$ cat src/rtl/dmem_arbiter_pkg.sv
// Shared constants for the data-memory arbiter: owner encoding and the
// configuration check for the host starvation limit.
package dmem_arbiter_pkg;

  localparam logic [1:0] OWN_NONE = 2'd0;
  localparam logic [1:0] OWN_CPU  = 2'd1;
  localparam logic [1:0] OWN_HOST = 2'd2;

  // The limit must be at least one refusal and must fit in the counter.
  function automatic bit starve_cfg_ok(input int host_max_wait, input int cnt_width);
    return (host_max_wait >= 1) && (cnt_width >= 1) && (cnt_width < 31) &&
           (host_max_wait < (1 << cnt_width));
  endfunction

endpackage

$ cat src/rtl/dmem_arbiter_starve_counter.sv
// Saturating refusal counter: clear wins over increment, and o_at_limit
// flags that the host has waited long enough to be forced a slot.
module starve_counter #(
  parameter int CNT_WIDTH = 3,
  parameter int LIMIT     = 4
) (
  input  logic clk,
  input  logic reset,
  input  logic i_clear,
  input  logic i_inc,
  output logic o_at_limit
);

  localparam logic [CNT_WIDTH-1:0] LIMIT_C = CNT_WIDTH'(LIMIT);

  logic [CNT_WIDTH-1:0] r_cnt;

  always_ff @(posedge clk or posedge reset) begin
    if (reset) begin
      r_cnt <= '0;
    end else if (i_clear) begin
      r_cnt <= '0;
    end else if (i_inc && (r_cnt != LIMIT_C)) begin
      r_cnt <= r_cnt + 1'b1;
    end
  end

  assign o_at_limit = (r_cnt == LIMIT_C);

endmodule

$ cat src/rtl/dmem_arbiter.sv
// Shares one synchronous single-port data RAM between the CPU and a host.
// Define DMEM_ARBITER_FAIR_EN to bound host starvation; otherwise CPU priority is strict.
module dmem_arbiter
  import dmem_arbiter_pkg::*;
#(
  parameter int WIDTH         = 16,
  parameter int DADDR_WIDTH   = 8,
  parameter int HOST_MAX_WAIT = 4,
  parameter int CNT_WIDTH     = 3
) (
  input  logic                   clk,
  input  logic                   reset,
  input  logic                   cpu_req,
  input  logic                   cpu_write,
  input  logic [DADDR_WIDTH-1:0] cpu_daddr,
  input  logic [WIDTH-1:0]       cpu_dD,
  output logic [WIDTH-1:0]       cpu_dQ,
  output logic                   cpu_stall,
  input  logic                   h_valid,
  input  logic                   h_write,
  input  logic [DADDR_WIDTH-1:0] h_addr,
  input  logic [WIDTH-1:0]       h_wdata,
  output logic                   h_ready,
  output logic                   h_rvalid,
  output logic [WIDTH-1:0]       h_rdata,
  output logic [DADDR_WIDTH-1:0] m_addr,
  output logic                   m_we,
  output logic [WIDTH-1:0]       m_wdata,
  input  logic [WIDTH-1:0]       m_rdata,
  output logic [1:0]             owner
);

  if (!starve_cfg_ok(HOST_MAX_WAIT, CNT_WIDTH)) begin : g_bad_cfg
    $error("dmem_arbiter: HOST_MAX_WAIT must be >= 1 and fit in CNT_WIDTH bits");
  end

  logic       w_host_win;
  logic       w_cpu_grant;
  logic       r_rd_pend;
  logic [1:0] r_owner;

  // Host handshake: a transfer happens in any cycle where h_valid and h_ready
  // are both high; the host holds h_valid and its payload stable until then.
  // h_ready is combinational from this cycle's requests.
`ifdef DMEM_ARBITER_FAIR_EN
  logic w_force_host;

  starve_counter #(
    .CNT_WIDTH (CNT_WIDTH),
    .LIMIT     (HOST_MAX_WAIT)
  ) u_starve_counter (
    .clk        (clk),
    .reset      (reset),
    .i_clear    (w_host_win | ~h_valid),
    .i_inc      (h_valid & cpu_req & ~w_host_win),
    .o_at_limit (w_force_host)
  );

  assign w_host_win = h_valid & (~cpu_req | w_force_host);
  assign cpu_stall  = cpu_req & w_host_win;
`else
  assign w_host_win = h_valid & ~cpu_req;
  assign cpu_stall  = 1'b0;
`endif

  assign w_cpu_grant = cpu_req & ~w_host_win;
  assign h_ready     = w_host_win;

  // With no grant the CPU address still drives the RAM so reads stay cheap to
  // decode, but the write enable is held off.
  always_comb begin
    m_addr  = cpu_daddr;
    m_wdata = cpu_dD;
    m_we    = 1'b0;
    if (w_host_win) begin
      m_addr  = h_addr;
      m_wdata = h_wdata;
      m_we    = h_write;
    end else if (w_cpu_grant) begin
      m_we    = cpu_write;
    end
  end

  always_ff @(posedge clk or posedge reset) begin
    if (reset) begin
      r_rd_pend <= 1'b0;
      r_owner   <= OWN_NONE;
    end else begin
      r_rd_pend <= w_host_win & ~h_write;
      if (w_host_win) begin
        r_owner <= OWN_HOST;
      end else if (w_cpu_grant) begin
        r_owner <= OWN_CPU;
      end else begin
        r_owner <= OWN_NONE;
      end
    end
  end

  assign h_rvalid = r_rd_pend;
  assign h_rdata  = m_rdata;
  assign cpu_dQ   = m_rdata;
  assign owner    = r_owner;

endmodule

$ cat config.mk
export PLATFORM = sky130hd
export DESIGN_NAME = dmem_arbiter
export DESIGN_NICKNAME = d
export VERILOG_FILES = /design/src/rtl/dmem_arbiter_pkg.sv /design/src/rtl/dmem_arbiter_starve_counter.sv /design/src/rtl/dmem_arbiter.sv
export SDC_FILE = /design/constraint.sdc
export NUM_CORES = 1
export LEC_CHECK = 0
export CAP_MARGIN = 30
export CORE_ASPECT_RATIO = 2
export CORE_UTILIZATION = 23
export DETAILED_ROUTE_END_ITERATION = 10
export GPL_TIMING_DRIVEN = 0
export PLACE_DENSITY = 0.88
export SETUP_SLACK_MARGIN = 0.15
export SYNTH_ARGS = -nofsm -noshare
export SYNTH_HDL_FRONTEND = slang
export SYNTH_SLANG_ARGS = --single-unit
$ cat constraint.sdc
create_clock -name clk -period 2.3 [get_ports clk]
set_input_delay 0.46 -clock clk [delete_from_list [all_inputs] [get_ports clk]]
set_output_delay 0.46 -clock clk [all_outputs]
set_load 0.02 [all_outputs]
### Word level (Yosys, flattened, before mapping)

Cells that the tools add are included.

| storage, ports and cells | value |
|---|---|
| bits in registers | 3 |
| input port bits | 70 |
| output and inout bits | 62 |

| operators by class | value |
|---|---|
| mux-type cells | 6 |
| bitwise gates (word level) | 6 |

Operator list:

| cell | count |
|---|---|
| two-way mux 16 bit | 1 |
| two-way mux 8 bit | 1 |
| bitwise AND 1 bit | 3 |
| two-way mux 1 bit | 3 |
| NOT 1 bit | 3 |
| two-way mux 2 bit | 1 |

### Longest topological paths before layout

| depth | value |
|---|---|
| word-level depth | 6 |
| mapped depth | 5 |
| mapped depth without buffers | 3 |

### Worst setup path before layout

Ideal clock, no wire load.

| timing | value |
|---|---|
| path type | in2out |
| from | input cpu_req |
| to | output m_we |
| data arrival time | 1,295 ps |
| required time | 1,840 ps |
| slack | 545 ps |
| stages | 5 |
| path through | nand2b_4 buf_6 buf_8 inv_1 a22o_1 |

| on the way | value |
|---|---|
| cells in the longest elaborated chain, start to end | 6 |

Ends and longest elaborated chain:

| item | RTL line | RTL |
|---|---|---|
| start, declared | dmem_arbiter.sv:13 | `input logic cpu_req,` |
| NOT 1 bit * | dmem_arbiter.sv:62 | `assign w_host_win = h_valid & ~cpu_req;` |
| bitwise AND 1 bit * | dmem_arbiter.sv:62 |  |
| net h_ready | dmem_arbiter.sv:23 | `output logic h_ready,` |
| NOT 1 bit | dmem_arbiter.sv:66 | `assign w_cpu_grant = cpu_req & ~w_host_win;` |
| bitwise AND 1 bit | dmem_arbiter.sv:66 |  |
| two-way mux 1 bit | dmem_arbiter.sv:79 | `end else if (w_cpu_grant) begin` |
| two-way mux 1 bit * | dmem_arbiter.sv:75 | `if (w_host_win) begin` |
| end, declared | dmem_arbiter.sv:27 | `output logic m_we,` |

Mark *: on every way through the listed nets, which the timed path passes. The rest lies on a longest branch.

### Final worst setup path

| timing | value |
|---|---|
| from | input cpu_req |
| to | output m_wdata[1] |

| on the way | value |
|---|---|
| cells in the longest elaborated chain, start to end | 3 |

Ends and longest elaborated chain:

| item | RTL line | RTL |
|---|---|---|
| NOT 1 bit | dmem_arbiter.sv:62 |  |
| bitwise AND 1 bit | dmem_arbiter.sv:62 |  |
| two-way mux 16 bit | dmem_arbiter.sv:75 |  |
| end, declared | dmem_arbiter.sv:28 | `output logic [WIDTH-1:0] m_wdata,` |

Every way passes these cells.

==> results.md <==
* Status: finished, final reports clean
* Slew Limit Fails at 0
* Clk root buf: clkbuf_8
* Rows at 29
* Clk sinks at 3
* # DRC at 0
* Post-route cell area at 0.00189 mm^2
* Final hold slack at 0.415 ns
* Worst-path fanout max at 10
* WS Path Type: in2out
* Post-synth top area share at 36.1%
* CP Data Required Time at 1.84 ns
* Area leader, netlist: mux2_4
* Reg clk slew, reported paths at 0.03 ns
* Vias per inst at 4.31
* Die Area at 0.00350 mm^2
* First-pass GRT wire length at 4.36 mm
* Post-DRT Antenna Nets at 0
* DR WL/cell at 13.7 um
* Initial DRT Pass Iterations at 2
* Number of port buffers at 114
* Tightest Hold Check Type: in2async
* Sequential-to-total area share from yosys stat at 10.0%
* Total CTS buffers at 3
* GP Congestion at 0.784
* Commonest non-fill, non-tap cell in the layout: clkdlybuf4s50_1
* H-tree Lvls at 1
* Yosys warns at 0
* Max Cap Viol at 0
* Placed wire-length estimate at 2.76 mm
* Synth top area cells: mux2_4 (36%), buf_4 (33%), dfrtp_1 (10%)
* IO Pins at 132
* Peak VDD IR at 0.279 mV
* Core Box Area at 0.00312 mm^2
* Setup bufs post-CTS at 0
* Mapped Area at 748 um^2
* DP Area at 0.00193 mm^2
* Period minus WS final at 2.08 ns
* Antenna cells at 0
* Pwr Total at 615 uW
* Final WL at 3.00 mm
* Synth cell types at 13
* Synth-to-layout area growth at 152%
* Mapped Avg Cell Area at 10.7 um^2
* Cell count after synthesis at 70
* Critical path capture point type: primary output
* Max Clock Freq at 481 MHz
* Vias at 943
* Initial Util at 24.0%
* Number of global-route vias before repair at 970
* Largest net degree at the start of global routing at 11
* GRT Util Overall at 16.9%
* Nets at 259
* Die H at 82.7 um
* Power Dens Cells at 326 mW/mm^2
* CP arrival at 1.62 ns
* Initial antenna violation count at 0
* Crit start category: input pin
* Leakage at 0.921 nW
* Final setup vio count at 0
* Share of cells above drive strength 1 at 45.2%
* Final Hold Fails at 0
* Global route overflow at 0
* Longest Clk Path Bufs at 2
* Yosys reg bits at 3
* Die X at 42.3 um
* Final worst path period share at 90.4%
* Most frequent cells in the layout: clkdlybuf4s50_1 (86), buf_4 (33), buf_2 (19)
* RSZ-0062 raised after global routing: no
* Final core occ at 60.4%
* Setup slack after layout at 0.222 ns
* DR iter-0 viols at 1
* Syn_nets at 140
* Worst slack, placed at -0.448 ns
* CTS tree: yes
power breakdown:
part | total, mW | internal (mW) | switching [mW]
sequential | 0.0562 | 0.0556 | 0.000606
clock | 0.152 | 0.118 | 0.0342
combinational | 0.407 | 0.248 | 0.159
final cells by class:
class	instances	area (um^2)
inverters	2	7.51
plain buffers	37	307
well taps	31	38.8
multi-input cells	28	368
repair buffers	114	1040
flip-flops and latches	3	75.1
fillers	266	1230
clock buffers	4	45.0
cells in the mapped netlist (all sizes together):
| library cell | count |
|---|---|
| mux2 | 24 |
| nor2 | 1 |
| nand2b | 1 |
| a22o | 1 |
| conb | 1 |
| inv | 2 |
| clkbuf | 1 |
| dfrtp | 3 |
| buf | 36 |
state kept, by name (all words and copies together), names as in the netlist:
register	count
h_rvalid	1
owner	2
per-stage QoR:
stage | setup TNS, ns | cells
floorplan | 0 | 70
global placement | -10.05 | 215
detailed placement | -10.02 | 215
CTS | 0 | 219
global route | 0 | 219
finish | 0 | 219
critical path, cell delays in order:
cell	delay, ns
dlygate4sd2_1	0.26
nand2b_4	0.15
buf_8	0.14
buf_12	0.15
mux2_4	0.30
buf_2	0.16
logic make-up after synthesis:
group / Yosys count / synth area share [%]
other: 1 / 0.501
and+or+nand+nor: 2 / 2.34
muxes: 24 / 45.1
buffers and inverters: 39 / 40.8
DFF: 3 / 10.0
AOI/OAI and AO/OA: 1 / 1.17
path summary, 6_finish.rpt:
kind / depth (start not counted) / startpoint / endpoint / slack (ns)
hold / removal: 2 / reset / owner[1] / 0.42
max in group asynchronous: 2 / reset / owner[0] / 1.75
setup / recovery: 6 / cpu_req / m_wdata[1] / 0.22
min in group clk: 2 / cpu_req / owner[0] / 0.62
routing by layer:
metal	global-route usage, %	up-vias	share of wire [%]
met5	0	-	0
met4	3.75	0	0.17
met3	8.04	2	18
met2	33.2	118	52
met1	15.2	393	29
li1	-	430	-
repair_timing:
action,4_1_cts,5_1_grt
setup endpoints to repair,26,0
hold buffers,0,0
hold endpoints to repair,0,0
gates resized for setup,95,0
No activity file was read; power rests on OpenSTA's default activity.
